$ cat src/rtl/reset_sequencer.sv
// reset_sequencer: staged reset release in the PLL output clock domain.
// The raw PLL lock is synchronized and filtered. Once lock is stable, the stage
// resets release one at a time, 2**STAGE_DLY_W cycles apart, stage 0 first.
// Lock loss re-asserts every stage at once and emits a one-cycle lock_lost pulse.
// A soft reset re-asserts every stage and holds them for SOFT_RST_HOLD cycles.
// Optional macro RESET_SEQUENCER_LOSS_COUNT_EN adds an 8-bit saturating
// lock-loss counter on port loss_count.
module reset_sequencer #(
    parameter int N_STAGES      = 3,
    parameter int STAGE_DLY_W   = 4,
    parameter int LOCK_FILT     = 4,
    parameter int SOFT_RST_HOLD = 16
) (
    input  logic                clk_256fs,
    input  logic                rst,
    input  logic                lock_in,
    input  logic                soft_rst_req,
    output logic [N_STAGES-1:0] rst_stage,
    output logic                ready,
`ifdef RESET_SEQUENCER_LOSS_COUNT_EN
    output logic [7:0]          loss_count,
`endif
    output logic                lock_lost
);

    typedef enum logic [1:0] {
        S_HOLD    = 2'd0,
        S_RELEASE = 2'd1,
        S_RUN     = 2'd2,
        S_SOFT    = 2'd3
    } state_t;

    localparam logic [7:0] FILT_MAX = 8'(LOCK_FILT);
    localparam logic [7:0] HOLD_END = 8'(SOFT_RST_HOLD - 1);

    state_t                state_q, state_d;
    logic                  sync1_q, sync1_d;
    logic                  lock_s_q, lock_s_d;
    logic [7:0]            filt_q, filt_d;
    logic [STAGE_DLY_W-1:0] dly_q, dly_d;
    logic [7:0]            hold_q, hold_d;
    logic [N_STAGES-1:0]   rst_stage_q, rst_stage_d;
    logic                  ready_q, ready_d;
    logic                  lock_lost_q, lock_lost_d;
`ifdef RESET_SEQUENCER_LOSS_COUNT_EN
    logic [7:0]            loss_q, loss_d;
`endif

    // Next-state and output logic. Every output is registered so that
    // downstream resets never see combinational glitches.
    always_comb begin
        state_d     = state_q;
        sync1_d     = lock_in;
        lock_s_d    = sync1_q;
        dly_d       = dly_q;
        hold_d      = hold_q;
        rst_stage_d = rst_stage_q;
        ready_d     = ready_q;
        lock_lost_d = 1'b0;
        // The filter counts consecutive synchronized-high cycles and saturates.
        // Any low cycle clears it, which also handles the clear on lock loss.
        filt_d      = lock_s_q ? ((filt_q == FILT_MAX) ? filt_q : filt_q + 8'd1) : 8'd0;

        case (state_q)
            S_HOLD: begin
                rst_stage_d = '1;
                ready_d     = 1'b0;
                if (filt_d == FILT_MAX) begin
                    state_d = S_RELEASE;
                    dly_d   = '0;
                end
            end
            default: begin
                if (!lock_s_q) begin
                    // Lock loss takes priority over a coincident soft request.
                    state_d     = S_HOLD;
                    rst_stage_d = '1;
                    ready_d     = 1'b0;
                    lock_lost_d = 1'b1;
                    dly_d       = '0;
                end else if (soft_rst_req && state_q != S_SOFT) begin
                    state_d     = S_SOFT;
                    rst_stage_d = '1;
                    ready_d     = 1'b0;
                    hold_d      = 8'd0;
                end else begin
                    case (state_q)
                        S_RELEASE: begin
                            dly_d = dly_q + 1'b1;
                            if (&dly_q) begin
                                // Shifting a zero in from bit 0 releases stages in order.
                                rst_stage_d = rst_stage_q << 1;
                                if (rst_stage_d == '0) begin
                                    state_d = S_RUN;
                                    ready_d = 1'b1;
                                end
                            end
                        end
                        S_SOFT: begin
                            hold_d = hold_q + 8'd1;
                            if (hold_q == HOLD_END) begin
                                if (filt_q == FILT_MAX) begin
                                    state_d = S_RELEASE;
                                    dly_d   = '0;
                                end else begin
                                    state_d = S_HOLD;
                                end
                            end
                        end
                        default: ;
                    endcase
                end
            end
        endcase
    end

`ifdef RESET_SEQUENCER_LOSS_COUNT_EN
    // Lock-loss counter saturates at 255. Only rst clears it.
    always_comb begin
        loss_d = loss_q;
        if (lock_lost_d && loss_q != 8'hFF) loss_d = loss_q + 8'd1;
    end
`endif

    // State registers. rst returns everything to the held-in-reset condition.
    always_ff @(posedge clk_256fs or posedge rst) begin
        if (rst) begin
            state_q     <= S_HOLD;
            sync1_q     <= 1'b0;
            lock_s_q    <= 1'b0;
            filt_q      <= 8'd0;
            dly_q       <= '0;
            hold_q      <= 8'd0;
            rst_stage_q <= '1;
            ready_q     <= 1'b0;
            lock_lost_q <= 1'b0;
`ifdef RESET_SEQUENCER_LOSS_COUNT_EN
            loss_q      <= 8'd0;
`endif
        end else begin
            state_q     <= state_d;
            sync1_q     <= sync1_d;
            lock_s_q    <= lock_s_d;
            filt_q      <= filt_d;
            dly_q       <= dly_d;
            hold_q      <= hold_d;
            rst_stage_q <= rst_stage_d;
            ready_q     <= ready_d;
            lock_lost_q <= lock_lost_d;
`ifdef RESET_SEQUENCER_LOSS_COUNT_EN
            loss_q      <= loss_d;
`endif
        end
    end

    assign rst_stage = rst_stage_q;
    assign ready     = ready_q;
    assign lock_lost = lock_lost_q;
`ifdef RESET_SEQUENCER_LOSS_COUNT_EN
    assign loss_count = loss_q;
`endif

endmodule
$ cat config.mk
export PLATFORM = sky130hd
export DESIGN_NAME = reset_sequencer
export DESIGN_NICKNAME = d
export VERILOG_FILES = /design/src/rtl/reset_sequencer.sv
export SDC_FILE = /design/constraint.sdc
export NUM_CORES = 1
export LEC_CHECK = 0
export BUFFER_PORTS_ARGS = -buffer_cell sky130_fd_sc_hd__buf_2
export CAP_MARGIN = 20
export CORE_MARGIN = 2
export CORE_UTILIZATION = 47
export CTS_CLUSTER_SIZE = 25
export DETAILED_ROUTE_END_ITERATION = 7
export PLACE_DENSITY = 0.65
export SETUP_SLACK_MARGIN = 0.1
export SLEW_MARGIN = 30
export SYNTH_ARGS = -nofsm -noshare
export SYNTH_HDL_FRONTEND = slang
export SYNTH_SLANG_ARGS = --single-unit
$ cat constraint.sdc
create_clock -name clk_256fs -period 2.7 [get_ports clk_256fs]
set_input_delay 0 -clock clk_256fs [delete_from_list [all_inputs] [get_ports clk_256fs]]
set_output_delay 0 -clock clk_256fs [all_outputs]
set_load 0.01 [all_outputs]
# == Word level (Yosys, flattened, before mapping) ==
# Cells that the tools add are included.
# word_totals
reg_bits,29
in_bits,4
output_inout_bits,5
word_cells,74
# classes
addsub,3
eq_ne,18
n_mux,33
n_bitwise,1
n_reduce_logical,10
# op_table
cell,count
$mux W8,4
$mux W4,6
$add A8 B1 Y8 const B,2
$eq A8 B3 Y1 const B,2
$ne A4 B1 Y1 const B,4
$mux W3,5
$mux W2,7
$ne A5 B5 Y1 const B,2
$reduce_and A5 Y1,2
$mux W1,9
$eq A8 B4 Y1 const B,1
$ne A4 B3 Y1 const B,2
$pmux W4 S2,1
$reduce_and A3 Y1,2
$ne A5 B1 Y1 const B,1
$ne A5 B4 Y1 const B,1
$add A4 B1 Y4 const B,1
$ne A2 B2 Y1 const B,2
$pmux W2 S2,1
$reduce_and A4 Y1,1
$logic_not A3 Y1,1
$ne A3 B2 Y1 const B,1
$eq A2 B1 Y1 const B,1
$eq A2 B2 Y1 const B,1
5 further kinds,5

# == Depth between registers and ports, before layout ==
# logic_depth
ltp_word,7
ltp_mapped,8
depth_no_buf,7

# == Worst setup path after synthesis ==
# No wires, ideal clock.
# synth_path
kind,reg2reg
from,reg state_q[1]
to,reg state_q[0]
setup_time_ps,124
t_arrival_ps,1994
required_time_ps,2576
path_slack_ps,582
stages_incl_launch_ff,8
n_path_buf,0
period_less_slack_ps,2118
path_cell_list,dfrtp_1 -> inv_1 -> ha_1 -> nand4_4 -> or3_4 -> a311oi_2 -> mux2_1 -> o31a_1
# synth_via
elab_chain_len,5
elab_cells_between_ends,15
classes_between,eq/ne (8); mux (4); reduce/logical (3)
# synth_rtl
element,line,rtl
"start, declared",36,"state_t state_q, state_d;"
"start signal, assigned",141,state_q <= state_d;
$eq A2 B2 Y1 (tied with other cells),87,case (state_q)
$pmux W2 S2 / $logic_and A1 B1 Y1 (equally long branches),"87, 81",
$mux W2,81,end else if (soft_rst_req && state_q != S_SOFT) begin
$mux W2,74,if (!lock_s_q) begin
$mux W2,64,case (state_q)
# Several ways; a longest one is shown, not always the timed one.
# A chain may end at the register's enable or synchronous reset.

# == Worst setup path in the final report ==
# Ends and elaborated chain as after synthesis.

==> impl_metrics.env <==
export IMPL_synthesis_area_sq_um=1630
export IMPL_maxSlewHeadroom=0.593
export IMPL_clock_latency_ns=0.33
export IMPL_drv_cap=0
export IMPL_rsz0062_at_grt="no"
export IMPL_start_util=0.489
export IMPL_r2r_cells=7
export IMPL_leakage_uw=0.000828
export IMPL_synth_cell_types=43
export IMPL_antenna_left=0
export IMPL_wirelength_mm=3.25
export IMPL_die_height_um=62.9
export IMPL_clock_skew_ns=0.0140
export IMPL_grt_start_max_net_pins=30
export IMPL_layout_common_cells="dfrtp_1 (26), nor2_1 (15), nand2_1 (14)"
export IMPL_cp_required_ns=2.92
export IMPL_gp_congestion=0.787
export IMPL_overflow=0
export IMPL_wl_per_cell_um=14.4
export IMPL_grtUsageTotal=0.177
export IMPL_cts_tree="built"
export IMPL_grt_pass1_wl_mm=5.49
export IMPL_status="finished, final reports clean"
export IMPL_clockBufferDepth=2
export IMPL_setup_viol=0
export IMPL_critPathMaxFanout=7
export IMPL_grt_pass1_vias=1227
export IMPL_portBuffers=8
export IMPL_cts_root_buf="clkbuf_4"
export IMPL_synth_xor_xnor_area_share=0.0590
export IMPL_via_per_inst=5.53
export IMPL_vdd_drop_max_v=0.000279
export IMPL_drive_above_1_share=0.128
export IMPL_drt_iter0_drc=61
export IMPL_n_antenna_cell=0
export IMPL_die_x_um=62.9
export IMPL_synth_edff_count=0
export IMPL_hold_path_class="in -> reg"
export IMPL_io_pins=9
export IMPL_crit_path_end="state_q[0]"
export IMPL_first_pass_iters=4
export IMPL_worst_pin_slew_ns=0.609
export IMPL_r2r_slack_ns=0.39
export IMPL_dieArea_sq_um=3960
export IMPL_crit_type="reg -> reg"
export IMPL_coreArea_sq_um=3340
export IMPL_syn_nets=177
export IMPL_postSynthCellCount=166
export IMPL_layout_commonest_cell="dfrtp_1"
export IMPL_clk_pin_slew_ns=0.10
export IMPL_h_tree_depth=2
export IMPL_synth_top_family_by_area="simple AND/OR/NAND/NOR gates"
export IMPL_worstReg2RegEnd="state_q[0]"
export IMPL_numClockSinks=29
export IMPL_avgSynthCellArea_sq_um=9.84
export IMPL_power_density_nw_per_um2=803
export IMPL_synth_seq_area_share=0.447
export IMPL_syn_to_final_growth_pct=11.1
export IMPL_cp_data_arrival_time_ns=2.53
export IMPL_endpoint_kind="flip-flop"
export IMPL_final_max_slew_viol_count=0
export IMPL_fin_crit_sh=0.856
export IMPL_yosys_most_used_dff="dfrtp_1"
export IMPL_synth_area_mux_share=0.0437
export IMPL_yosysWarningCount=0
export IMPL_yosys_area_share_simple=0.234
export IMPL_placementRows=21
export IMPL_fin_nets=189
export IMPL_drc=0
export IMPL_cts_buffers=5
export IMPL_synth_ff_latch_count=29
export IMPL_hpwlAfterDp_mm=2.27
export IMPL_worstSetupStartpointType="flip-flop"
export IMPL_synth_compound_area_frac=0.126
export IMPL_worst_hold_slack_ns=0.121
export IMPL_reg2reg_from="state_q[1]"
export IMPL_cp_startpoint="state_q[1]"
export IMPL_setup_tns_final_ns=0
export IMPL_post_route_min_period_ns=2.31
export IMPL_clock_fmax_mhz=433
export IMPL_antenna_found_initial=0
export IMPL_async_flop_share=1.00
export IMPL_num_vias=1245
export IMPL_hold_viol=0
export IMPL_synthAdderAreaFrac=0.0536
## cells in the mapped netlist (4+ instances only)
master	n	area [sq um]
xor2_1	6	52.6
nand2_1	14	52.6
nor3_1	7	35.0
o21ai_0	5	25.0
and3_1	6	37.5
ha_1	7	87.6
nor2b_1	4	25.0
nor2_1	15	56.3
xnor2_1	5	43.8
a21oi_1	5	25.0
dfrtp_1	26	651
mux2i_1	6	60.1
inv_1	10	37.5
nand4_1	5	31.3
## worst min-delay path by stage
stage,from,endpoint,slack (ns),depth (start not counted)
floorplan,lock_in,lock_s_d,0.03,0
global placement,lock_in,lock_s_d,0.11,1
detailed placement,rst,hold_q[5],0.11,2
CTS,soft_rst_req,hold_q[1],0.12,3
global route,soft_rst_req,hold_q[1],0.14,3
finish,soft_rst_req,hold_q[1],0.12,3
## cell type report
type | count | area [sq um]
Multi-Input combinational cell | 122 | 845
Timing Repair Buffer | 10 | 60.1
Fill cell | 303 | 1520
Tap cell | 46 | 57.6
Sequential cell | 29 | 729
Clock buffer | 7 | 55.1
Inverter | 10 | 37.5
Clock inverter | 1 | 30.0
## repair_timing
item	4_1_cts	5_1_grt
buffers inserted	0	0
hold buffers	2	0
hold endpoints to repair	27	0
resized for setup	0	0
## registers in the layout, indices dropped and copies added (netlist names)
name and cells:
dly_q 4, filt_q 8, hold_q 8, lock_lost 1, lock_s_d 1, lock_s_q 1, ready 1, rst_stage 3
state_q 2
## layer usage
metal,up-vias,share of wire,track usage
met5,-,0,0
met4,0,0.015,0.0583
met3,6,0.037,0.0486
met2,21,0.49,0.295
met1,604,0.46,0.219
li1,614,-,-
## through the flow
step / utilization / instance area (sq um) / cells / total power, uW / worst slack [ns]
3_5_place_dp: 0.512 / 1710 / 215 / 1080 / 0.416
6_report: 0.544 / 1810 / 225 / 1460 / 0.390
5_1_grt: 0.544 / 1810 / 225 / 1560 / 0.249
2_1_floorplan: - / 1630 / 166 / 966 / 0.582
4_1_cts: 0.544 / 1810 / 225 / 1470 / 0.387
3_3_place_gp: 0.512 / 1710 / 215 / 1050 / 0.495
## worst max-delay path, cell delays in order, from the launching register on
cell and delay, ns:
dfrtp_1 0.42, inv_1 0.11, ha_1 0.34, nand4_4 0.16, or3_4 0.37, a311oi_2 0.35, mux2_1 0.35, o31a_1 0.10
## where the power goes
| part | total [uW] | internal [uW] | switching (uW) |
|---|---|---|---|
| Combinational | 484 | 202 | 282 |
| Sequential | 592 | 505 | 86.6 |
| Clock | 380 | 221 | 159 |
## cells by family after synthesis
| group | count (synthesis) |
|---|---|
| compound gates | 28 |
| xor+xnor | 11 |
| fa+ha+maj | 7 |
| buf+inv | 15 |
| flops | 29 |
| mux | 7 |
| simple gates | 69 |
No activity file was read; power rests on OpenSTA's default activity.
